[src/rtl/node_memory_mp.sv]
// node_memory_mp
//   Node store for the tree engine: DEPTH entries of NODE_W bits, one
//   field-masked write port and two independent registered read ports.
//   After reset or a soft clear, an init engine fills every entry with the
//   INIT_MODE value, one entry per clock, before `ready` rises.
//
// Ports
//   clk                    clock, all state changes on posedge
//   reset                  asynchronous active-low reset
//   clear                  soft re-initialise request
//   wr_en/wr_addr/wr_data  write strobe, address, data
//   wr_mask                per-field write enable (FIELD_W bits per field)
//   rd_x_en/rd_x_addr      read strobe and address, x = a|b
//   rd_x_data/rd_x_valid   registered read data, valid for one cycle
//   ready                  init complete, accesses honoured
//   wr_err                 sticky out-of-range write flag
module node_memory_mp #(
    parameter int unsigned NODE_W    = 12,
    parameter int unsigned DEPTH     = 32,
    parameter int unsigned ADDR_W    = 5,
    parameter int unsigned FIELD_W   = 4,
    parameter int unsigned INIT_MODE = 1
) (
    input  logic                      clk,
    input  logic                      reset,
    input  logic                      clear,
    input  logic                      wr_en,
    input  logic [ADDR_W-1:0]         wr_addr,
    input  logic [NODE_W-1:0]         wr_data,
    input  logic [NODE_W/FIELD_W-1:0] wr_mask,
    input  logic                      rd_a_en,
    input  logic [ADDR_W-1:0]         rd_a_addr,
    output logic [NODE_W-1:0]         rd_a_data,
    output logic                      rd_a_valid,
    input  logic                      rd_b_en,
    input  logic [ADDR_W-1:0]         rd_b_addr,
    output logic [NODE_W-1:0]         rd_b_data,
    output logic                      rd_b_valid,
    output logic                      ready,
    output logic                      wr_err
);

    localparam int unsigned       NF      = NODE_W / FIELD_W;
    localparam int unsigned       IDX_W   = (DEPTH > 1) ? $clog2(DEPTH) : 1;
    localparam logic [ADDR_W:0]   DEPTH_X = (ADDR_W + 1)'(DEPTH);
    localparam logic [ADDR_W-1:0] LAST    = ADDR_W'(DEPTH - 1);

    typedef enum logic {S_INIT, S_READY} state_e;

    state_e              state_q, state_d;
    logic [ADDR_W-1:0]   init_addr_q, init_addr_d;
    logic                wr_err_q, wr_err_d;
    logic [NODE_W-1:0]   rd_a_data_q, rd_a_data_d, rd_b_data_q, rd_b_data_d;
    logic                rd_a_valid_q, rd_a_valid_d, rd_b_valid_q, rd_b_valid_d;

    logic [NODE_W-1:0]   mem_q [DEPTH];
    logic                mem_we;
    logic [IDX_W-1:0]    mem_widx;
    logic [NODE_W-1:0]   mem_wdata;

    logic [NODE_W-1:0]   init_addr_val;
    logic [NODE_W-1:0]   init_val;
    logic                accept;
    logic                wr_in_range, rd_a_in_range, rd_b_in_range;
    logic                user_we;
    logic [NODE_W-1:0]   wr_merged;

    // Zero-extend or truncate the fill address to the node width.
    if (NODE_W > ADDR_W) begin : g_ext
        assign init_addr_val = {{(NODE_W - ADDR_W){1'b0}}, init_addr_q};
    end else if (NODE_W == ADDR_W) begin : g_eq
        assign init_addr_val = init_addr_q;
    end else begin : g_trunc
        assign init_addr_val = init_addr_q[NODE_W-1:0];
    end

    always_comb begin
        case (INIT_MODE)
            0:       init_val = '0;
            1:       init_val = init_addr_val;
            default: init_val = '1;
        endcase
    end

    // State register
    always_ff @(posedge clk or negedge reset) begin
        if (!reset) begin
            state_q      <= S_INIT;
            init_addr_q  <= '0;
            wr_err_q     <= 1'b0;
            rd_a_data_q  <= '0;
            rd_a_valid_q <= 1'b0;
            rd_b_data_q  <= '0;
            rd_b_valid_q <= 1'b0;
        end else begin
            state_q      <= state_d;
            init_addr_q  <= init_addr_d;
            wr_err_q     <= wr_err_d;
            rd_a_data_q  <= rd_a_data_d;
            rd_a_valid_q <= rd_a_valid_d;
            rd_b_data_q  <= rd_b_data_d;
            rd_b_valid_q <= rd_b_valid_d;
        end
    end

    // Next-state logic
    always_comb begin
        state_d     = state_q;
        init_addr_d = init_addr_q;
        if (clear) begin
            state_d     = S_INIT;
            init_addr_d = '0;
        end else if (state_q == S_INIT) begin
            if (init_addr_q == LAST) begin
                state_d     = S_READY;
                init_addr_d = '0;
            end else begin
                init_addr_d = init_addr_q + 1'b1;
            end
        end
    end

    // Output / datapath logic
    always_comb begin
        accept         = (state_q == S_READY) && !clear;
        wr_in_range    = {1'b0, wr_addr} < DEPTH_X;
        rd_a_in_range  = {1'b0, rd_a_addr} < DEPTH_X;
        rd_b_in_range  = {1'b0, rd_b_addr} < DEPTH_X;
        user_we        = accept && wr_en && wr_in_range && (wr_mask != '0);

        wr_merged = mem_q[wr_addr[IDX_W-1:0]];
        for (int unsigned i = 0; i < NF; i++) begin
            if (wr_mask[i]) begin
                wr_merged[i*FIELD_W +: FIELD_W] = wr_data[i*FIELD_W +: FIELD_W];
            end
        end

        mem_we    = 1'b0;
        mem_widx  = '0;
        mem_wdata = '0;
        if ((state_q == S_INIT) && !clear) begin
            mem_we    = 1'b1;
            mem_widx  = init_addr_q[IDX_W-1:0];
            mem_wdata = init_val;
        end else if (user_we) begin
            mem_we    = 1'b1;
            mem_widx  = wr_addr[IDX_W-1:0];
            mem_wdata = wr_merged;
        end

        wr_err_d = wr_err_q;
        if (clear) begin
            wr_err_d = 1'b0;
        end else if (accept && wr_en && !wr_in_range && (wr_mask != '0)) begin
            wr_err_d = 1'b1;
        end

        // Reads are write-first: a same-address write returns the merged word.
        rd_a_valid_d = accept && rd_a_en;
        rd_a_data_d  = rd_a_data_q;
        if (clear) begin
            rd_a_data_d = '0;
        end else if (rd_a_valid_d) begin
            if (!rd_a_in_range)
                rd_a_data_d = '0;
            else if (user_we && (wr_addr == rd_a_addr))
                rd_a_data_d = wr_merged;
            else
                rd_a_data_d = mem_q[rd_a_addr[IDX_W-1:0]];
        end

        rd_b_valid_d = accept && rd_b_en;
        rd_b_data_d  = rd_b_data_q;
        if (clear) begin
            rd_b_data_d = '0;
        end else if (rd_b_valid_d) begin
            if (!rd_b_in_range)
                rd_b_data_d = '0;
            else if (user_we && (wr_addr == rd_b_addr))
                rd_b_data_d = wr_merged;
            else
                rd_b_data_d = mem_q[rd_b_addr[IDX_W-1:0]];
        end
    end

    // Array storage has no reset; the init engine owns its contents.
    always_ff @(posedge clk) begin
        if (mem_we) begin
            mem_q[mem_widx] <= mem_wdata;
        end
    end

    assign ready      = (state_q == S_READY);
    assign wr_err     = wr_err_q;
    assign rd_a_data  = rd_a_data_q;
    assign rd_a_valid = rd_a_valid_q;
    assign rd_b_data  = rd_b_data_q;
    assign rd_b_valid = rd_b_valid_q;

endmodule

[config.mk]
export PLATFORM = sky130hd
export DESIGN_NAME = node_memory_mp
export DESIGN_NICKNAME = d
export VERILOG_FILES = /design/src/rtl/node_memory_mp.sv
export SDC_FILE = /design/constraint.sdc
export NUM_CORES = 1
export LEC_CHECK = 0
export CORE_UTILIZATION = 52
export DETAILED_ROUTE_END_ITERATION = 12
export PLACE_DENSITY = 0.69
export SLEW_MARGIN = 15
export SYNTH_ARGS = -nofsm -noshare
export SYNTH_HDL_FRONTEND = slang
export SYNTH_SLANG_ARGS = --single-unit
[constraint.sdc]
create_clock -name clk -period 3.6 [get_ports clk]
set_input_delay 0.36 -clock clk [delete_from_list [all_inputs] [get_ports clk]]
set_output_delay 0.36 -clock clk [all_outputs]
set_load 0.05 [all_outputs]
Word level (Yosys, flattened, before mapping)
Memories as Yosys holds them, arrays and structs flattened.
Index checks and enable logic that the tools add are counted.
Operators by class
  $add $sub $neg: 1
  equal/unequal tests: 4
  multiplexer cells: 23
  bitwise gates (word level): 1
  reductions and logical operators: 12
Operators with widths (count)
  two-way mux 12 bit: 8
  two-way mux 5 bit: 5
  two-way mux 4 bit: 3
  == test 5 bit: 2
  logical AND 1 bit: 8
  two-way mux 1 bit: 7
  adder 5 x 1 -> 5 bit, second input constant: 1
  == test 5 bit, second input constant: 1
  nonzero test 2 bit: 2
  nonzero test 3 bit: 1
  inequality test 2 bit, second input constant: 1
  zero test 1 bit: 1
  NOT 1 bit: 1
Storage, ports and cells
  flip-flop bits (word level): 32
  bits in writable memories: 384
  output and inout port bits: 28
  memories kept: 1
Memory list
  mem_q: depth 32, bits a word 12, rd ports 3, clocked after memory_dff 0, write ports 1, line 56  | logic [NODE_W-1:0] mem_q [DEPTH];

Longest topological paths before layout
  depth in word-level cells: 8
  gate-level depth with buffers: 10

Worst setup path before layout
OpenSTA, ideal clock, no wires.
  kind: input port to flip-flop
  start point: input port wr_addr[1]
  end point: memory mem_q[0][0], data pin
  library setup time: 0.454 ns
  data arrival time: 3.009 ns
  path slack: 0.137 ns
  stages: 8
  path buffers: 3
  cells stage by stage: buf_2 > nor2b_1 > buf_2 > buf_1 > a221oi_1 > o22ai_1 > o31a_1 > o21ai_0
On the way
  word-level cells in the longest chain between the ends: 4
RTL lines
  from (decl): line 28  | input logic [ADDR_W-1:0] wr_addr,
  memory (32 x 12 bit)
  two-way mux 4 bit: line 133  | if (wr_mask[i]) begin
  two-way mux 12 bit: line 145  | end else if (user_we) begin
  two-way mux 12 bit: line 141  | if ((state_q == S_INIT) && !clear) begin
  via mem_wdata[0]: line 59  | logic [NODE_W-1:0] mem_wdata;
  to (decl): line 56
The timed path passes the listed nets, and every way through them passes these cells.

Worst setup path after layout
  start point: input port wr_addr[2]
  end point: memory mem_q[19][2], data pin
Same word-level chain as after synthesis.

==> metrics.csv <==
metric,value,unit
outcome,completed,
drv_cap,0,
tns,0,ns
ys_ff_latch,416,
dieWidth,212,um
synth_top_cell_by_area,edfxtp_1,
io-pin-count,64,
post-route-drc-count,0,
tightest_slew,1.14,ns
ys_types,49,
clk_pin_slew,0.06,ns
placed_cell_area,0.0255,mm2
clock_path_buffers,3,
nets,1748,
reg2reg_slack,0.76,ns
irDropWorstVdd,0.425,mV
r2r_start,mem_q[29][3],
relSlewSlack,24.1,%
drive_above_1_share,28.0,%
skew,0.0220,ns
cellPowerDensity,416,mW/mm2
synth_edf_count,384,
hpwl,61.6,mm
vias,16800,
reg2reg_to,mem_q[16][3],
clock_sinks,416,
worstPathRequired,3.83,ns
area_growth,17.6,%
grt_pass1_wl,119,mm
grt_max_degree,75,
finalWirelength,84.4,mm
grt-ovfl-total,0,
total_power,11200,uW
rsz0062_at_grt,no,
die_y,212,um
avgSynthCellArea,15.0,um2
vias_per_cell,7.22,
cts_resized,0,
start_kind,primary input,
track_usage,38.3,%
netlist.area_leader.share,50.2,%
rows,76,
max_freq,338,MHz
min_path_type,primary input to asynchronous set/reset pin,
hold_viol_final,0,
yosys_warnings,0,
arrival,3.19,ns
leakagePower,0.0101,uW
synth_seq_area_share,53.6,%
post-route-period-util,82.3,%
io_buffer_count,62,
timing.final.setup_violations,0,
start_util,53.0,%
finish.utilization,62.4,%
first_pass_iters,5,
antenna_found_initial,0,
syn-cell-area,0.0230,mm2
fin_area,0.0270,mm2
clk-insertion-delay-late,0.61,ns
grt_pass1_vias,16500,
end_kind,flip-flop,
synthTopCellsByArea,"edfxtp_1 (50%), mux4_2 (16%), mux2i_1 (11%), dfrtp_1 (3.5%), a221oi_1 (2.6%)",
cts_tree,built,
slew_viol_final,0,
wl_per_cell,36.2,um
dr.first_iter.drc_count,2249,
cts_buffers,46,
cts_root_buffer,clkbuf_16,
ys_async_sr_fraction,7.69,%
setup.worst_path.class,primary input to flip-flop,
crit_fanout,32,
coreArea,0.0434,mm2
n_antenna_cell,0,
synthCells,1533,
htree_levels,2,
die-area,0.0451,mm2
rr_worst_depth,7,
post-route-min-period,2.96,ns
antenna_left,0,
ys.flop_type,edfxtp_1,
syn_nets,1571,
gp_congestion,1.11,
==> worst max-delay path, stage by stage <==
cell	delay [ns]
clkdlybuf4s50_1	0.54
nor2b_4	0.21
buf_12	0.13
buf_4	0.21
a22o_1	0.23
a221oi_1	0.20
o22ai_1	0.11
o31a_1	0.32
o21ai_2	0.87
==> area by class of cell <==
| class | count | area [um2] |
|---|---|---|
| Clock buffer | 53 | 1200 |
| Clock inverter | 30 | 297 |
| Fill cell | 3245 | 16300 |
| Inverter | 8 | 30.0 |
| Multi-Input combinational cell | 976 | 9970 |
| Sequential cell | 416 | 12300 |
| Tap cell | 585 | 732 |
| Timing Repair Buffer | 262 | 2480 |
==> cells by family after synthesis <==
kind of cell | share of synthesized area (%)
mux | 29.0
flops | 53.6
compound gates | 9.77
simple gates | 3.82
buf+inv | 3.29
xor+xnor | 0.381
fa+ha+maj | 0.109
other cells | 0.0163
==> registers in the layout, indices dropped and copies added, names as in the netlist <==
name         count
rd_a_valid       1
init_addr_q      5
mem_q          384
ready            1
rd_a_data       12
rd_b_data       12
rd_b_valid       1
==> placed cells by master, fill, tap and decap left out, types with 4 or more instances in the layout <==
master	instances
clkinv_1	9
o21ai_0	8
o31a_1	12
clkbuf_1	6
nor2b_1	10
o22ai_1	46
nor2_2	6
mux2_2	33
clkinv_2	9
a211oi_1	10
a21boi_0	4
clkdlybuf4s50_1	54
a221oi_1	67
edfxtp_1	384
clkinvlp_4	4
nor2_1	70
buf_12	29
a22oi_1	38
clkbuf_16	47
buf_4	173
nor3_1	21
xnor2_1	5
o21ai_2	5
a21oi_1	40
xor2_1	5
a21o_1	9
inv_1	8
dfrtp_1	32
bufinv_16	5
nand2_1	68
a22o_1	51
mux4_2	162
and3_1	4
mux2i_1	264
==> repair_timing <==
item,4_1_cts,5_1_grt
hold endpoints to repair,32,0
buffers inserted,0,0
setup endpoints to repair,0,0
hold buffers,1,0
==> cell usage after synthesis, types with 2 or more instances <==
cell type,number
and2_1,3
or2_2,2
o32ai_1,2
a21boi_0,4
mux2_2,33
nor2b_1,12
and3b_1,2
clkbuf_1,50
a211oi_1,10
edfxtp_1,384
a21oi_1,40
o211ai_1,2
buf_4,10
o22ai_1,46
xnor2_1,5
nand2_1,68
o21ai_0,13
a31oi_1,2
buf_12,2
dfrtp_1,32
nor2_1,78
inv_1,8
mux4_2,162
o31ai_1,2
ha_1,2
and3_1,4
a22o_1,51
nand2b_1,3
a21o_1,9
nor3_1,21
a22oi_1,38
nand3_1,2
xor2_1,5
o31a_1,12
mux2i_1,264
nor4_1,4
buf_2,51
buf_1,8
a221oi_1,67
buf_6,11
==> worst max-delay path by stage <==
stage / from / to / slack, ns / cells past startpoint
after floorplan: wr_addr[1] / mem_q[0][0] / 0.14 / 8
after global placement: wr_addr[2] / mem_q[13][2] / 0.14 / 9
after detailed placement: wr_addr[2] / mem_q[13][2] / 0.09 / 9
after CTS: wr_addr[2] / mem_q[19][2] / 0.71 / 9
after global routing: wr_addr[1] / mem_q[19][2] / 0.57 / 9
final: wr_addr[2] / mem_q[19][2] / 0.64 / 9
==> power breakdown <==
group | switching (uW) | internal, uW
clock | 2000 | 2750
sequential | 25.3 | 5250
combinational | 706 | 504
==> metrics by stage <==
step	instances	setup slack [ns]	hold WS, ns
2_1_floorplan	1533	0.137	0.0644
3_3_place_gp	2246	0.137	0.492
3_5_place_dp	2246	0.0887	0.501
4_1_cts	2330	0.705	0.415
5_1_grt	2330	0.567	0.484
6_report	2330	0.637	0.413
==> metal layers <==
| layer | GRT usage (%) | part of all wire [%] | up-vias |
|---|---|---|---|
| met1 | 49.2 | 36 | 8560 |
| met4 | 25.0 | 7.8 | 0 |
| met5 | 0 | 0 | - |
| met2 | 59.1 | 45 | 1250 |
| li1 | - | - | 6724 |
| met3 | 8.08 | 11 | 300 |
No activity file was read; power rests on OpenSTA's default activity.
